## src/rtl/ram_pkg.sv

```systemverilog
// Shared types and sizing helpers for param_sync_ram and its read pipeline.
package ram_pkg;

  typedef enum logic {
    ST_CLEAR = 1'b0,
    ST_IDLE  = 1'b1
  } state_e;

  localparam int unsigned RD_LAT_ONE = 1;
  localparam int unsigned RD_LAT_TWO = 2;

  function automatic int unsigned calc_depth(input int unsigned addr_w);
    return 32'd1 << addr_w;
  endfunction

  function automatic int unsigned calc_lanes(input int unsigned data_w);
    return data_w / 8;
  endfunction

endpackage

```

## src/rtl/ram_rd_pipe.sv

```systemverilog
// Read-data pipeline: 1 or 2 valid+data register stages; data holds between reads.
module ram_rd_pipe
#(
  parameter int unsigned DATA_W = 8,
  parameter int unsigned STAGES = 1
)(
  input  logic              clk_i,
  input  logic              rst_i,
  input  logic              valid_i,
  input  logic [DATA_W-1:0] data_i,
  output logic              valid_o,
  output logic [DATA_W-1:0] data_o
);

  logic [STAGES-1:0] valid_q;
  logic [DATA_W-1:0] data_q [STAGES];

  always_ff @(posedge clk_i or posedge rst_i) begin
    if (rst_i) begin
      valid_q <= '0;
      for (int unsigned s = 0; s < STAGES; s++) begin
        data_q[s] <= '0;
      end
    end else begin
      valid_q[0] <= valid_i;
      if (valid_i) begin
        data_q[0] <= data_i;
      end
      // Later stages only load when the previous stage carries a read.
      for (int unsigned s = 1; s < STAGES; s++) begin
        valid_q[s] <= valid_q[s-1];
        if (valid_q[s-1]) begin
          data_q[s] <= data_q[s-1];
        end
      end
    end
  end

  assign valid_o = valid_q[STAGES-1];
  assign data_o  = data_q[STAGES-1];

endmodule

```

## src/rtl/param_sync_ram.sv

```systemverilog
// Parametrised single-port synchronous RAM with byte enables, request handshake,
// 1/2-cycle read pipeline and a hardware clear sequencer.
module param_sync_ram
  import ram_pkg::*;
#(
  parameter int unsigned       DATA_W    = 8,
  parameter int unsigned       ADDR_W    = 4,
  parameter int unsigned       RD_LAT    = 1,
  parameter logic [DATA_W-1:0] CLEAR_VAL = '0
)(
  input  logic                  clk,
  input  logic                  rst,
  input  logic                  clr,
  input  logic                  req_valid,
  output logic                  req_ready,
  input  logic                  we,
  input  logic [ADDR_W-1:0]     addr,
  input  logic [DATA_W-1:0]     din,
  input  logic [DATA_W/8-1:0]   be,
  output logic [DATA_W-1:0]     dout,
  output logic                  rd_valid,
  output logic                  busy
);

  localparam int unsigned DEPTH = calc_depth(ADDR_W);
  localparam int unsigned LANES = calc_lanes(DATA_W);

  if (RD_LAT != RD_LAT_ONE && RD_LAT != RD_LAT_TWO) begin : g_bad_rd_lat
    $error("param_sync_ram: RD_LAT must be 1 or 2");
  end
  if (DATA_W % 8 != 0) begin : g_bad_data_w
    $error("param_sync_ram: DATA_W must be a multiple of 8");
  end

  state_e              state_q, state_d;
  logic [ADDR_W-1:0]   ptr_q, ptr_d;
  logic [DATA_W-1:0]   mem [DEPTH];
  logic                wr_acc;
  logic                rd_acc;

  always_ff @(posedge clk or posedge rst) begin
    if (rst) begin
      state_q <= ST_CLEAR;
      ptr_q   <= '0;
    end else begin
      state_q <= state_d;
      ptr_q   <= ptr_d;
    end
  end

  always_comb begin
    state_d = state_q;
    ptr_d   = ptr_q;
    case (state_q)
      ST_CLEAR: begin
        ptr_d = ptr_q + 1'b1;
        if (ptr_q == '1) begin
          state_d = ST_IDLE;
        end
      end
      ST_IDLE: begin
        if (clr) begin
          state_d = ST_CLEAR;
          ptr_d   = '0;
        end
      end
      default: begin
        state_d = ST_CLEAR;
        ptr_d   = '0;
      end
    endcase
  end

  assign req_ready = (state_q == ST_IDLE);
  assign busy      = (state_q == ST_CLEAR);
  assign wr_acc    = req_valid && req_ready && we;
  assign rd_acc    = req_valid && req_ready && !we;

  // Array has no reset; contents come only from the clear sequencer or writes.
  always_ff @(posedge clk) begin
    if (state_q == ST_CLEAR) begin
      mem[ptr_q] <= CLEAR_VAL;
    end else if (wr_acc) begin
      for (int unsigned i = 0; i < LANES; i++) begin
        if (be[i]) begin
          mem[addr][8*i +: 8] <= din[8*i +: 8];
        end
      end
    end
  end

  ram_rd_pipe #(
    .DATA_W (DATA_W),
    .STAGES (RD_LAT)
  ) u_rd_pipe (
    .clk_i   (clk),
    .rst_i   (rst),
    .valid_i (rd_acc),
    .data_i  (mem[addr]),
    .valid_o (rd_valid),
    .data_o  (dout)
  );

endmodule

```

## config.mk

```make
export PLATFORM = sky130hd
export DESIGN_NAME = param_sync_ram
export DESIGN_NICKNAME = d
export VERILOG_FILES = /design/src/rtl/ram_pkg.sv /design/src/rtl/ram_rd_pipe.sv /design/src/rtl/param_sync_ram.sv
export SDC_FILE = /design/constraint.sdc
export NUM_CORES = 1
export LEC_CHECK = 0
export ABC_AREA = 1
export BUFFER_PORTS_ARGS = -buffer_cell sky130_fd_sc_hd__buf_2
export CAP_MARGIN = 20
export CORE_MARGIN = 3
export CORE_UTILIZATION = 30
export DETAILED_ROUTE_END_ITERATION = 12
export PLACE_DENSITY_LB_ADDON = 0.12
export SLEW_MARGIN = 20
export SYNTH_ARGS = -nofsm -noshare
export SYNTH_HDL_FRONTEND = slang
export SYNTH_SLANG_ARGS = --single-unit
```

## constraint.sdc

```tcl
create_clock -name clk -period 3.3 [get_ports clk]
set_input_delay 0.165 -clock clk [delete_from_list [all_inputs] [get_ports clk]]
set_output_delay 0.165 -clock clk [all_outputs]
set_load 0.01 [all_outputs]
```

* Word-level counts from Yosys, hierarchy flattened
Memories as Yosys holds them, arrays and structs flattened. A register that Yosys moved wholly into a read port is not among the register bits.
Cells that the tools add are included.
** Operators by class
- Muxes and demuxes :: 13
- Eq/ne operators :: 2
- Reductions and logical operators :: 5
- $add $sub $neg :: 1
- Bitwise gates (word level) :: 1
** Operator list (count)
- 1-bit 2-to-1 mux :: 8
- 4-bit 2-to-1 mux :: 2
- 8-bit 2-to-1 mux :: 1
- 4-bit one-hot mux with 2 select lines :: 1
- 8-bit OR reduction :: 1
- 4-bit by 1-bit adder with 4-bit output, second input constant :: 1
- 4-bit == test, second input constant :: 1
- 1-bit logical AND :: 3
- 2-bit inequality test, second input constant :: 1
- 1-bit one-hot mux with 2 select lines :: 1
- 1-bit zero test :: 1
- 1-bit NOT :: 1
** Word-level totals
- Output and inout bits :: 11
- Register bits :: 6
- Memories :: 1
- Bits of input ports :: 18
- Bits in writable memories :: 128
- Logic and storage cells :: 26
** Memories
- mem :: words 16, width 8, rd ports 1, clocked after memory_dff 1, wr ports 1, line param_sync_ram.sv:37 : logic [DATA_W-1:0] mem [DEPTH];

* Longest topological paths before layout
- Word-level depth :: 7
- Depth in mapped cells :: 11
- Gate-level depth less buffers :: 9

* Modules after synthesis
A second synthesis with hierarchy kept.
** Unflattened totals
- Cells, all modules :: 642
- Area total of the unflattened synthesis :: 6274.8 µm²
** Modules (own cells, without submodules)
- param_sync_ram :: sequential area each 3968.8 µm², instances 1, cells an instance 606, area an instance 5940.7 µm²
- ram_rd_pipe :: sequential area each 225.2 µm², instances 1, cells an instance 36, area an instance 334.1 µm²

* Worst setup path before layout
OpenSTA, ideal clock, no wires.
- Kind :: register to register
- From :: register state_q, in the netlist req_ready
- To :: memory mem[3][0] (enable)
- Cell stages (with the launch flop) :: 7
- Path slack :: 1269 ps
- Clock period less this slack :: 2031 ps
- Library setup time :: 383 ps
- Buffers on the path :: 0
- Arrival :: 1647 ps
- Required time :: 2917 ps
- Cells stage by stage :: dfrtp_1 -> nand2_2 -> nor2_8 -> nand2_1 -> o21ai_2 -> nand2_2 -> nor3_1
** Between the ends
- Word-level cells in the longest chain between the ends :: 7
- Elaborated cells on any way between the ends :: 9
- Classes of those cells :: mux: 6; reduce/logical: 3
** Ends and longest elaborated chain
- start: declaration :: line param_sync_ram.sv:35 : state_e state_q, state_d;
- start signal: assignment :: line param_sync_ram.sv:46 : state_q <= state_d;
- 1-bit logical AND (2 in series) :: line param_sync_ram.sv:76 : assign wr_acc = req_valid && req_ready && we;
- 1-bit 2-to-1 mux :: line param_sync_ram.sv:83 : end else if (wr_acc) begin
- 1-bit 2-to-1 mux :: line param_sync_ram.sv:81 : if (state_q == ST_CLEAR) begin
- 1-bit 2-to-1 mux (not written as such) :: line param_sync_ram.sv:86 : mem[addr][8*i +: 8] <= din[8*i +: 8];
- 8-bit OR reduction (no source line)
- 4-bit 2-to-1 mux (no source line) / 1-bit 2-to-1 mux (equally long branches)
- end: declaration :: line param_sync_ram.sv:37
Several ways; a longest one is shown, not always the timed one.

* Worst setup path after layout
- From :: register state_q, in the netlist req_ready
- To :: memory mem[13][5] (enable)
The elaborated chain is that of the path after synthesis.

==> impl_results.md <==
* Clk pwr share at approximately a third
* Post-layout net count at 598
* Reg clk slew, reported paths at ~0.06 ns
* Reg2reg start: req_ready$_DFF_PP0_
* Netlist cell types at 26
* Pleak at 2.756 nW
* Largest net degree at the start of global routing at 65
* Worst path required time at 3.35 ns
* Post-Synth Adder-Cell Area at 0.2092%
* Vias in the first global route at 3,984
* WP data arrival at 2.25 ns
* Iteration-0 DRC Markers at 350
* Core area at between 15,000 and 20,000 sq um
* RSZ-0062 raised after global routing: no
* Avg Inst Size Synth at 11.12 sq um
* Num CTS Buffers at 17
* Layout cells sized above 1 at 15.71%
* Fill count at 2,012
* PwrDens at 763.6 nW/um^2
* Ant diodes at 0
* Initial Util at roughly 30%
* Hold path cells at 4
* Worst hold slack at roughly 0.04 ns
* Die height at 147.2 microns
* Post-layout util at 35.86%
* WS Path Type: reg2reg
* Pint at 3.820 mW
* FF/Latch Area at 4194 sq um
* Max cap viols at 0
* Bufs on Longest Clock Path at 2
* Slew margin rel. at 41.81%
* Root buf cell: clkbuf_16
* Ys async rst share at approximately a tenth
* Slew @ Worst Pin at 0.8697 ns
* Post-synth top cells: nand2_1, edfxtp_1, nand3_1
* Post-synth EDFFs at 128
* DR vias at 3,938
* Synthesized flop and latch total at 142
* Vias per cell at around 4.6
* CTS tree: done
* Sw Share at 28.55%
* Total routed wirelength at 15,340 microns
* Yosys top cell area share at 64.27%
* Switching power total at 1.527 mW
* Routed WL per cell at 17.90 microns
* Fin. max-slew vios at 0
* DP Area at ~6400 sq um
* Tmin final at roughly 2.2 ns
* Hold EP: ptr_q[2]$_DFFE_PP0P_
* Main combinational cell family by area after synthesis: simple AND/OR/NAND/NOR gates
* Ys flop type: edfxtp_1
* Antenna viol nets, final at 0
* I/O pin cnt at 29
* Synth Net Count at 557
* Total gr overflow at 0
* Worst path setup slack after routing at 1.104 ns
* Row count at 51
* CP endpoint kind: flop
* Worst setup slack after placement at ~1.1 ns
* Clock sink count at 142
* Synthesis Warnings at 0
* DIE WIDTH at 147.2 microns
* Setup_tns at 0 ns
* Largest cells by area after synthesis: edfxtp_1, nand2_1, nand3_1, dfrtp_1, buf_4
* Area leader, netlist: edfxtp_1
* Initial antenna violation count at 0
* IO buf count at 28
* Worst-Skew Late Latency at 0.43 ns
* Worst r2r dst: mem[13][5]$_DFFE_PP_
* Hold Crit Class: in2reg
* Post-route DRC at 0
* Worst Path Max Fanout at 10
* Logic gate share of total power at around 17%
* Achievable Freq at between 400 and 500 MHz
* Final Cycle Share at between 60% and 70%
* Gpl congestion at 0.8469
* Syn Inst Count at 538
* Post-CTS Setup Bufs at 0
* Synth Area in XOR/XNOR at 0%
* Hold Vio Cnt, Final at 0
* Die area at 21,670 sq um
* Seq pwr share at roughly 48%
* Crit path launch type: flop
* First-pass GRT wire length at between 20,000 and 25,000 microns
* R2r setup slk at 1.10 ns
* Tot GR Track Use at 14.99%
* Drt pass-1 iters at 5
* Seq/Total Area, Yosys at 70.13%
* # setup viols final at 0
* Run status: complete, no violations
* Design area at 7002 sq um
* Hold path startpoint: clr
* Count leader, synth: nand2_1
* Dpl hpwl at 9944 microns
* Max VDD drop at 0.3771 mV
* Final setup skew at between 0.01 and 0.015 ns
* R2R depth at 6
* P&R area growth vs syn at 17.07%
* Mux cell area share after synthesis at less than 1%
* Multi-input gate area at 1529 sq um
* CTS HTree Levels at 4
* # resized after CTS at 0
* Post-synthesis compound-gate area fraction at 0.8368%
* Hold-fix buffers, CTS at 2
* Synthesized cell area at 5981 sq um
* Synth Area in Simple Gates at approximately a quarter
layer usage:
layer | global-route usage [%] | part of all wire [%] | vias to the layer above
met5 | 0 | 0 | -
met4 | 5.172 | 1.7 | 0
met3 | 3.115 | 4.4 | 15
met2 | 25.32 | 50 | 99
met1 | 19.26 | 44 | 1913
li1 | - | - | 1911
power by group through the flow:
stage               Clock [mW]  Combinational (mW)  Sequential, mW
floorplan                    0               0.605            2.59
global placement             0               0.920            2.61
detailed placement           0               0.930            2.61
CTS                       1.90               0.934            2.58
global route              1.97                1.04            2.62
finish                    1.86               0.917            2.57
registers in the layout, summed over array words and instances, names as in the netlist:
name	count
req_ready	1
u_rd_pipe.data_o	8
ptr_q	4
mem	128
u_rd_pipe.valid_o	1
logic make-up (layout without fill, tap and decap cells):
| kind of cell | Yosys count | count (layout) |
|---|---|---|
| DFF | 142 | 142 |
| buffers and inverters | 48 | 102 |
| AOI/OAI and AO/OA | 7 | 7 |
| muxes | 2 | 2 |
| and+or+nand+nor | 338 | 338 |
| adders and majority gates | 1 | 1 |
critical path, cell delays in order, from the launching register on:
cell     delay [ns]
dfrtp_1        0.41
nand2_2        0.12
nor2_8         0.22
nor2_1         0.13
inv_1          0.15
nand3_2        0.12
nor2_1         0.67
final cells by class:
type / instances / area share (%)
Sequential cell: 142 / 59.90
Multi-Input combinational cell: 348 / 21.84
Clock buffer: 18 / 6.129
Tap cell: 265 / 4.736
Timing Repair Buffer: 47 / 4.110
Clock inverter: 14 / 2.055
Inverter: 23 / 1.233
worst max path at each step:
stage / start / to / slack, ns / depth (start not counted)
after floorplan: req_ready$_DFF_PP0_ / mem[3][0]$_DFFE_PP_ / 1.27 / 6
after global placement: addr[2] / mem[13][2]$_DFFE_PP_ / 1.14 / 7
after detailed placement: addr[2] / mem[13][2]$_DFFE_PP_ / 1.09 / 7
after CTS: req_ready$_DFF_PP0_ / mem[13][5]$_DFFE_PP_ / 1.09 / 6
after global routing: req_ready$_DFF_PP0_ / mem[12][2]$_DFFE_PP_ / 0.97 / 6
final: req_ready$_DFF_PP0_ / mem[13][5]$_DFFE_PP_ / 1.10 / 6
placed cells by master, fill, tap and decap left out, drive strengths merged:
master / synthesis / final
ha: 1 / 1
or2: 1 / 1
a21oi: 1 / 1
inv: 23 / 24
clkinvlp: 0 / 2
mux2i: 1 / 1
nor2: 24 / 24
mux2: 1 / 1
dlygate4sd3: 0 / 2
buf: 20 / 45
dfrtp: 14 / 14
edfxtp: 128 / 128
nand3: 100 / 100
clkinv: 0 / 9
nand2: 208 / 208
nand4: 1 / 1
o21ai: 6 / 6
bufinv: 0 / 2
nor3: 4 / 4
clkbuf: 5 / 18
stage by stage:
step                power (mW)  instances
detailed placement       3.540        823
CTS                      5.412        857
finish                   5.347        857
global placement         3.526        823
global route             5.629        857
floorplan                3.198        538
(Power assumes the default switching activity.)
